### src/rtl/macpu_pkg.sv
// Shared CPU definitions: fetch FSM state encoding and default
// bus widths used by the controller, fetch unit and decoder.
package macpu_pkg;

    typedef enum logic [1:0] {
        S_FETCH  = 2'd0,
        S_HOLD   = 2'd1,
        S_LOCKED = 2'd2
    } fetch_state_t;

    localparam int DEF_ADDR_W      = 32;
    localparam int DEF_DATA_W      = 64;
    localparam int DEF_INSTR_BYTES = 8;

endpackage

### src/rtl/pc_fetch_unit_if.sv
// Fetch unit bus bundle: memory req/ack channel plus decoder
// valid/ready channel. master = fetch unit, slave = memory/decoder.
interface pc_fetch_unit_if
    import macpu_pkg::*;
#(
    parameter int ADDR_W = DEF_ADDR_W,
    parameter int DATA_W = DEF_DATA_W
);
    logic              mem_req;
    logic [ADDR_W-1:0] mem_addr;
    logic              mem_ack;
    logic [DATA_W-1:0] mem_data;
    logic [DATA_W-1:0] instr;
    logic              instr_valid;
    logic              instr_ready;

    modport master (
        output mem_req, mem_addr,
        input  mem_ack, mem_data,
        output instr, instr_valid,
        input  instr_ready
    );

    modport slave (
        input  mem_req, mem_addr,
        output mem_ack, mem_data,
        input  instr, instr_valid,
        output instr_ready
    );
endinterface

### src/rtl/pc_reg.sv
// Program counter register: reset, load and wrapping increment.
// Ports: clk, rst, i_set/i_set_addr (load), i_inc (step),
// o_pc (current), o_pc_next (value after this edge).
module pc_reg #(
    parameter int                ADDR_W       = 32,
    parameter int                INSTR_BYTES  = 8,
    parameter logic [ADDR_W-1:0] RESET_VECTOR = '0
) (
    input  logic              clk,
    input  logic              rst,
    input  logic              i_set,
    input  logic [ADDR_W-1:0] i_set_addr,
    input  logic              i_inc,
    output logic [ADDR_W-1:0] o_pc,
    output logic [ADDR_W-1:0] o_pc_next
);
    logic [ADDR_W-1:0] r_pc;
    logic [ADDR_W-1:0] w_next;

    // Load beats increment; the add wraps modulo 2^ADDR_W.
    always_comb begin
        w_next = r_pc;
        if (i_set)
            w_next = i_set_addr;
        else if (i_inc)
            w_next = r_pc + ADDR_W'(INSTR_BYTES);
    end

    always_ff @(posedge clk) begin
        if (rst)
            r_pc <= RESET_VECTOR;
        else
            r_pc <= w_next;
    end

    assign o_pc      = r_pc;
    assign o_pc_next = w_next;
endmodule

### src/rtl/pc_fetch_unit.sv
// PC holder and instruction fetch sequencer (FETCH/HOLD/LOCKED).
// Ports: clk, rst (sync, active-high); controller strobes
// i_pc_set_enable, i_set_address, i_pc_address_enable, i_pc_lock;
// o_address; bus (memory + decoder handshakes).
// Optional PC_MISALIGN_CHECK_EN: adds o_misalign and rejects
// misaligned set targets instead of truncating them.
module pc_fetch_unit
    import macpu_pkg::*;
#(
    parameter int                ADDR_W       = DEF_ADDR_W,
    parameter int                DATA_W       = DEF_DATA_W,
    parameter int                INSTR_BYTES  = DEF_INSTR_BYTES,
    parameter logic [ADDR_W-1:0] RESET_VECTOR = '0
) (
    input  logic              clk,
    input  logic              rst,
    input  logic              i_pc_set_enable,
    input  logic [ADDR_W-1:0] i_set_address,
    input  logic              i_pc_address_enable,
    input  logic              i_pc_lock,
    output logic [ADDR_W-1:0] o_address,
`ifdef PC_MISALIGN_CHECK_EN
    output logic              o_misalign,
`endif
    pc_fetch_unit_if.master   bus
);
    localparam logic [ADDR_W-1:0] OFF_MASK = ADDR_W'(INSTR_BYTES - 1);

    fetch_state_t      r_state;
    logic              r_flush;
    logic [ADDR_W-1:0] r_fetch_addr;
    logic [DATA_W-1:0] r_instr;

    logic              w_set;
    logic [ADDR_W-1:0] w_set_addr;
    logic              w_inc;
    logic [ADDR_W-1:0] w_pc;
    logic [ADDR_W-1:0] w_pc_next;

`ifdef PC_MISALIGN_CHECK_EN
    logic w_misalign;
    logic r_misalign;

    assign w_misalign = i_pc_set_enable &&
                        ((i_set_address & OFF_MASK) != '0);
    assign w_set      = i_pc_set_enable && !w_misalign;
    assign w_set_addr = i_set_address;

    always_ff @(posedge clk) begin
        if (rst)
            r_misalign <= 1'b0;
        else
            r_misalign <= w_misalign;
    end

    assign o_misalign = r_misalign;
`else
    assign w_set      = i_pc_set_enable;
    assign w_set_addr = i_set_address & ~OFF_MASK;
`endif

    // Only a clean ack (no pending or same-cycle redirect) advances PC.
    assign w_inc = (r_state == S_FETCH) && bus.mem_ack &&
                   !r_flush && !w_set;

    pc_reg #(
        .ADDR_W       (ADDR_W),
        .INSTR_BYTES  (INSTR_BYTES),
        .RESET_VECTOR (RESET_VECTOR)
    ) u_pc_reg (
        .clk        (clk),
        .rst        (rst),
        .i_set      (w_set),
        .i_set_addr (w_set_addr),
        .i_inc      (w_inc),
        .o_pc       (w_pc),
        .o_pc_next  (w_pc_next)
    );

    // r_fetch_addr is captured from the post-edge PC whenever a new
    // request starts, so it stays stable while the request is up.
    always_ff @(posedge clk) begin
        if (rst) begin
            r_state      <= S_FETCH;
            r_flush      <= 1'b0;
            r_fetch_addr <= RESET_VECTOR;
            r_instr      <= '0;
        end else begin
            unique case (r_state)
                S_FETCH: begin
                    if (bus.mem_ack) begin
                        if (r_flush || w_set) begin
                            r_flush      <= 1'b0;
                            r_fetch_addr <= w_pc_next;
                        end else begin
                            r_instr <= bus.mem_data;
                            r_state <= S_HOLD;
                        end
                    end else if (w_set) begin
                        r_flush <= 1'b1;
                    end
                end
                S_HOLD: begin
                    if (w_set || bus.instr_ready) begin
                        if (i_pc_lock) begin
                            r_state <= S_LOCKED;
                        end else begin
                            r_state      <= S_FETCH;
                            r_fetch_addr <= w_pc_next;
                        end
                    end
                end
                S_LOCKED: begin
                    if (!i_pc_lock) begin
                        r_state      <= S_FETCH;
                        r_fetch_addr <= w_pc_next;
                    end
                end
                default: r_state <= S_FETCH;
            endcase
        end
    end

    assign bus.mem_req     = (r_state == S_FETCH);
    assign bus.mem_addr    = r_fetch_addr;
    assign bus.instr       = r_instr;
    assign bus.instr_valid = (r_state == S_HOLD);

    assign o_address = i_pc_address_enable ? w_pc : '0;
endmodule
### src/flat_wrapper.sv
// flat-port wrapper written by rule: the top's interface ports become plain ports
module pc_fetch_unit_flat import macpu_pkg::*;
#(
    parameter int                ADDR_W       = DEF_ADDR_W,
    parameter int                DATA_W       = DEF_DATA_W,
    parameter int                INSTR_BYTES  = DEF_INSTR_BYTES,
    parameter logic [ADDR_W-1:0] RESET_VECTOR = '0
)
  (clk, rst, i_pc_set_enable, i_set_address, i_pc_address_enable, i_pc_lock, o_address, bus_mem_req, bus_mem_addr, bus_mem_ack, bus_mem_data, bus_instr, bus_instr_valid, bus_instr_ready);
  pc_fetch_unit_if #(.ADDR_W(ADDR_W), .DATA_W(DATA_W)) bus_i ();
  input  logic clk;
  input  logic rst;
  input  logic i_pc_set_enable;
  input  logic [ADDR_W-1:0] i_set_address;
  input  logic i_pc_address_enable;
  input  logic i_pc_lock;
  output logic [ADDR_W-1:0] o_address;
  output wire logic [$bits(bus_i.mem_req)-1:0] bus_mem_req;
  output wire logic [$bits(bus_i.mem_addr)-1:0] bus_mem_addr;
  input wire logic [$bits(bus_i.mem_ack)-1:0] bus_mem_ack;
  input wire logic [$bits(bus_i.mem_data)-1:0] bus_mem_data;
  output wire logic [$bits(bus_i.instr)-1:0] bus_instr;
  output wire logic [$bits(bus_i.instr_valid)-1:0] bus_instr_valid;
  input wire logic [$bits(bus_i.instr_ready)-1:0] bus_instr_ready;
  assign bus_mem_req = bus_i.mem_req;
  assign bus_mem_addr = bus_i.mem_addr;
  assign bus_i.mem_ack = bus_mem_ack;
  assign bus_i.mem_data = bus_mem_data;
  assign bus_instr = bus_i.instr;
  assign bus_instr_valid = bus_i.instr_valid;
  assign bus_i.instr_ready = bus_instr_ready;
  pc_fetch_unit #(.ADDR_W(ADDR_W), .DATA_W(DATA_W), .INSTR_BYTES(INSTR_BYTES), .RESET_VECTOR(RESET_VECTOR)) u_core (.clk(clk), .rst(rst), .i_pc_set_enable(i_pc_set_enable), .i_set_address(i_set_address), .i_pc_address_enable(i_pc_address_enable), .i_pc_lock(i_pc_lock), .o_address(o_address), .bus(bus_i));
endmodule
### config.mk
export PLATFORM = sky130hd
export DESIGN_NAME = pc_fetch_unit_flat
export DESIGN_NICKNAME = d
export VERILOG_FILES = /design/src/rtl/macpu_pkg.sv /design/src/rtl/pc_fetch_unit_if.sv /design/src/rtl/pc_reg.sv /design/src/rtl/pc_fetch_unit.sv /design/src/flat_wrapper.sv
export SDC_FILE = /design/constraint.sdc
export NUM_CORES = 1
export LEC_CHECK = 0
export BUFFER_PORTS_ARGS = -buffer_cell sky130_fd_sc_hd__buf_2
export CELL_PAD_IN_SITES_DETAIL_PLACEMENT = 0
export CELL_PAD_IN_SITES_GLOBAL_PLACEMENT = 1
export CORE_UTILIZATION = 35
export CTS_BUF_LIST = sky130_fd_sc_hd__clkbuf_8
export DETAILED_ROUTE_END_ITERATION = 12
export PLACE_DENSITY = 0.79
export SLEW_MARGIN = 10
export SYNTH_ARGS = -nofsm -noshare
export SYNTH_HDL_FRONTEND = slang
export SYNTH_HIERARCHICAL = 1
export SYNTH_SLANG_ARGS = --single-unit
### constraint.sdc
create_clock -name clk -period 3.2 [get_ports clk]
set_input_delay 0 -clock clk [delete_from_list [all_inputs] [get_ports clk]]
set_output_delay 0 -clock clk [all_outputs]
set_load 0.05 [all_outputs]
==> flow_summary.ini <==
[floorplanning]
pin_count = 233
core_area_um2 = 16800
dieArea_um2 = 17900
chipHeight_um = 134
initial_core_util_pct = 36.2
rows = 47
die_width_um = 134

[run_status]
outcome = finished clean

[logic_synthesis]
synth-compound-area-share_pct = 11.2
synth.distinct_cells = 47
synthAdderAreaFrac_pct = 1.23
synth_top_area_cell = dfxtp_1
synth_ff_type = dfxtp_1
ys_seq_area_share_pct = 43.0
synth-async-reset-ratio_pct = 0
yosys-top-cells-area = dfxtp_1 (43%), nand2_1 (9.2%), nand2b_1 (6.9%)
synth_edf_count = 0
ys_warn_count = 6
syn_area_per_cell_um2 = 8.32
synth_top_family_by_area = simple AND/OR/NAND/NOR gates
synth_top_area_share_pct = 43.0
netlist_instances = 733
synth-seq-cells = 131
synth-xor-area-share_pct = 1.58
muxShareOfSynthArea_pct = 7.33
synth_area_um2 = 6100
synth-simple-area-share_pct = 31.2

[cts]
cts_tree = done
cts_htree_levels = 4
clk_latency_ns = 0.44
post_cts_resized = 0
clock_path_buffers = 2
cts_setup_buffers = 0
cts.sink_count = 131
cts_buffers = 17
cts_hold_buf = 95
clkTransAtPathRegs_ns = 0.08
clockRootBuffer = clkbuf_8

[worst_hold_path]
whs_endpoint = u_core/u_pc_reg/o_pc[20]
hp-class = input port to flop
min-delay-start = rst
holdPathStages = 2

[detailed_routing]
first_pass_iters = 5
vias = 6102
drtIter0Drc = 228
antenna_left = 0
drcViolationCount = 0
viasPerCell = 4.80
wl_per_cell_um = 14.2
drt-total-wl_um = 18000

[timing]
layout_min_cycle_time_ns = 2.57
setup_viol = 0
maxSlewHeadroom_pct = 51.3
setup_tns_ns = 0
hold_viol_final = 0
tightest_slew_ns = 0.730
max_freq_mhz = 389
fin_crit_sh_pct = 80.3
rsz0062_at_grt = no
fin_skew_ns = 0.00837
report.final.slew_viol_count = 0

[critical_path]
crit_fanout = 7
crit_path_start = u_core/r_state[0]
critPathKind = flop to flop
crit_chain = inv_1, ha_1, nand4bb_4, inv_2, and4_1, nand4_1, o311ai_0, nand3_1, nand2b_1, mux2i_1
critPathMaxStageDelay_ns = 0.55
crit_buf_inv = 2
critPathLaunchType = flop
r2r_start = u_core/r_state[0]
ff2ff_path_depth = 10
crit_family = simple AND/OR/NAND/NOR gates
reg2reg_to = u_core/bus.mem_addr[23]
worstPathRequired_ns = 3.50
rrSetupSlack_ns = 0.63
crit_arrival_ns = 2.87
worst_setup_path_end_kind = flop
cpMaxStageDelayCell = o311ai_0

[global_route]
grt.total_usage_pct = 19.9
grt_pass1_wl_um = 28300
grt_max_degree = 79
antenna_found_initial = 0
grt_pass1_vias = 5666
grt-ovfl-total = 0

[place]
post_dp_cell_area_um2 = 7390
port_buffers = 229
gp_congestion = 0.771
dp_hpwl_um = 11600
dp_cells = 1144

[layout]
fillers = 1655
final_cells = 1271
diodes = 0
layout-drive-gt1-share_pct = 27.2
syn_to_final_growth_pct = 43.3
final_area_um2 = 8740
nets = 1147

[flow_run]
drv_cap = 0

[power]
power_density_nw_per_um2 = 562
p_leak_nw = 3.83
max-vdd-ir-drop_mv = 0.315
==> metal layers <==
metal	vias to the layer above	wire, um	track usage (%)
li1	3108	-	-
met1	2759	8060	24.1
met2	216	8360	33.6
met3	19	1290	5.29
met4	0	339	7.58
met5	-	0	0
==> how the worst max path moves through the flow <==
| stage | endpoint | slack, ns | depth (start not counted) |
|---|---|---|---|
| 2_1_floorplan | u_core/bus.mem_addr[30] | 0.58 | 13 |
| 3_5_place_dp | u_core/bus.mem_addr[23] | 0.62 | 10 |
| 3_3_place_gp | u_core/bus.mem_addr[23] | 0.71 | 10 |
| 5_1_grt | u_core/bus.mem_addr[23] | 0.44 | 10 |
| 4_1_cts | u_core/bus.mem_addr[23] | 0.61 | 10 |
| 6_report | u_core/bus.mem_addr[23] | 0.63 | 10 |
==> synthesized netlist by cell type (5+ instances only) <==
cell type	n
a211oi_1	12
a21oi_1	80
a31oi_1	5
and2_1	33
and3_1	5
and4_1	11
buf_2	16
clkbuf_1	31
dfxtp_1	131
ha_1	6
inv_1	6
mux2_2	5
mux2i_1	39
nand2_1	149
nand2b_1	67
nand3_1	13
nand4_1	9
nor2_1	20
nor2b_1	17
nor3_1	9
nor4_1	12
o21ai_0	5
or4_1	6
xnor2_1	6
xor2_1	5
==> layout make-up <==
cell class | count | area, um^2 | area share, %
clock buffer | 17 | 234 | 2.68
timing repair buffer | 335 | 2180 | 25.0
inverter | 8 | 30.0 | 0.344
multi-input combinational | 545 | 3230 | 37.0
tap | 220 | 275 | 3.15
clock inverter | 15 | 160 | 1.83
sequential | 131 | 2620 | 30.0
==> cell families after synthesis <==
logic type,after synthesis
other cells,1
fa+ha+maj,6
flops,131
xor+xnor,11
compound gates,118
mux,44
buf+inv,59
simple gates,363
==> registers in the layout, summed over array words and instances, names as in the netlist <==
name                  flops
u_core/bus.instr         64
u_core/bus.mem_addr      32
u_core/u_pc_reg/o_pc     32
u_core/r_state            2
u_core/r_flush            1
==> stage by stage <==
step | power [mW] | hold WS [ns] | setup slack (ns) | utilization [%]
2_1_floorplan | 3.11 | 0.0716 | 0.577 | -
3_3_place_gp | 3.46 | 0.241 | 0.707 | 44.0
3_5_place_dp | 3.47 | 0.246 | 0.621 | 44.0
4_1_cts | 4.98 | 0.0976 | 0.605 | 51.9
5_1_grt | 5.16 | 0.141 | 0.444 | 51.9
6_report | 4.91 | 0.129 | 0.632 | 51.9
==> where the power goes <==
part / total (mW) / leakage, nW / internal [mW] / switching (mW)
sequential: 1.91 / 1.07 / 1.81 / 0.109
clock: 1.40 / 0.190 / 0.698 / 0.702
combinational: 1.60 / 2.57 / 0.507 / 1.09
==> cells in the final DEF (no fill, tap or decap), types with 2 or more instances in the layout <==
| cell type | Yosys | final |
|---|---|---|
| buf_2 | 16 | 228 |
| a311oi_1 | 4 | 4 |
| o21a_1 | 2 | 2 |
| xor2_1 | 5 | 5 |
| and4_1 | 11 | 11 |
| o21ai_0 | 5 | 5 |
| clkinv_4 | 0 | 4 |
| inv_1 | 6 | 6 |
| nand4_1 | 9 | 9 |
| clkbuf_8 | 0 | 17 |
| mux2i_1 | 39 | 39 |
| xnor2_1 | 6 | 6 |
| dfxtp_1 | 131 | 131 |
| buf_4 | 0 | 12 |
| or2_2 | 2 | 2 |
| nor4b_1 | 3 | 3 |
| conb_1 | 1 | 3 |
| a31oi_1 | 5 | 5 |
| nand3_1 | 13 | 13 |
| a22oi_1 | 4 | 4 |
| a22o_1 | 2 | 2 |
| clkinv_2 | 0 | 3 |
| or4_1 | 6 | 6 |
| nand2b_1 | 67 | 67 |
| ha_1 | 6 | 6 |
| bufinv_16 | 0 | 2 |
| a211oi_1 | 12 | 12 |
| clkinvlp_4 | 0 | 4 |
| a21oi_1 | 80 | 80 |
| nor4_1 | 12 | 12 |
| and2_1 | 33 | 33 |
| nor2b_1 | 17 | 17 |
| dlygate4sd3_1 | 0 | 95 |
| nor3_1 | 9 | 9 |
| mux2_2 | 5 | 5 |
| nand2_1 | 149 | 149 |
| nor2_1 | 20 | 20 |
| and3_1 | 5 | 5 |
Note: power is estimated with default switching activity, not from simulation.
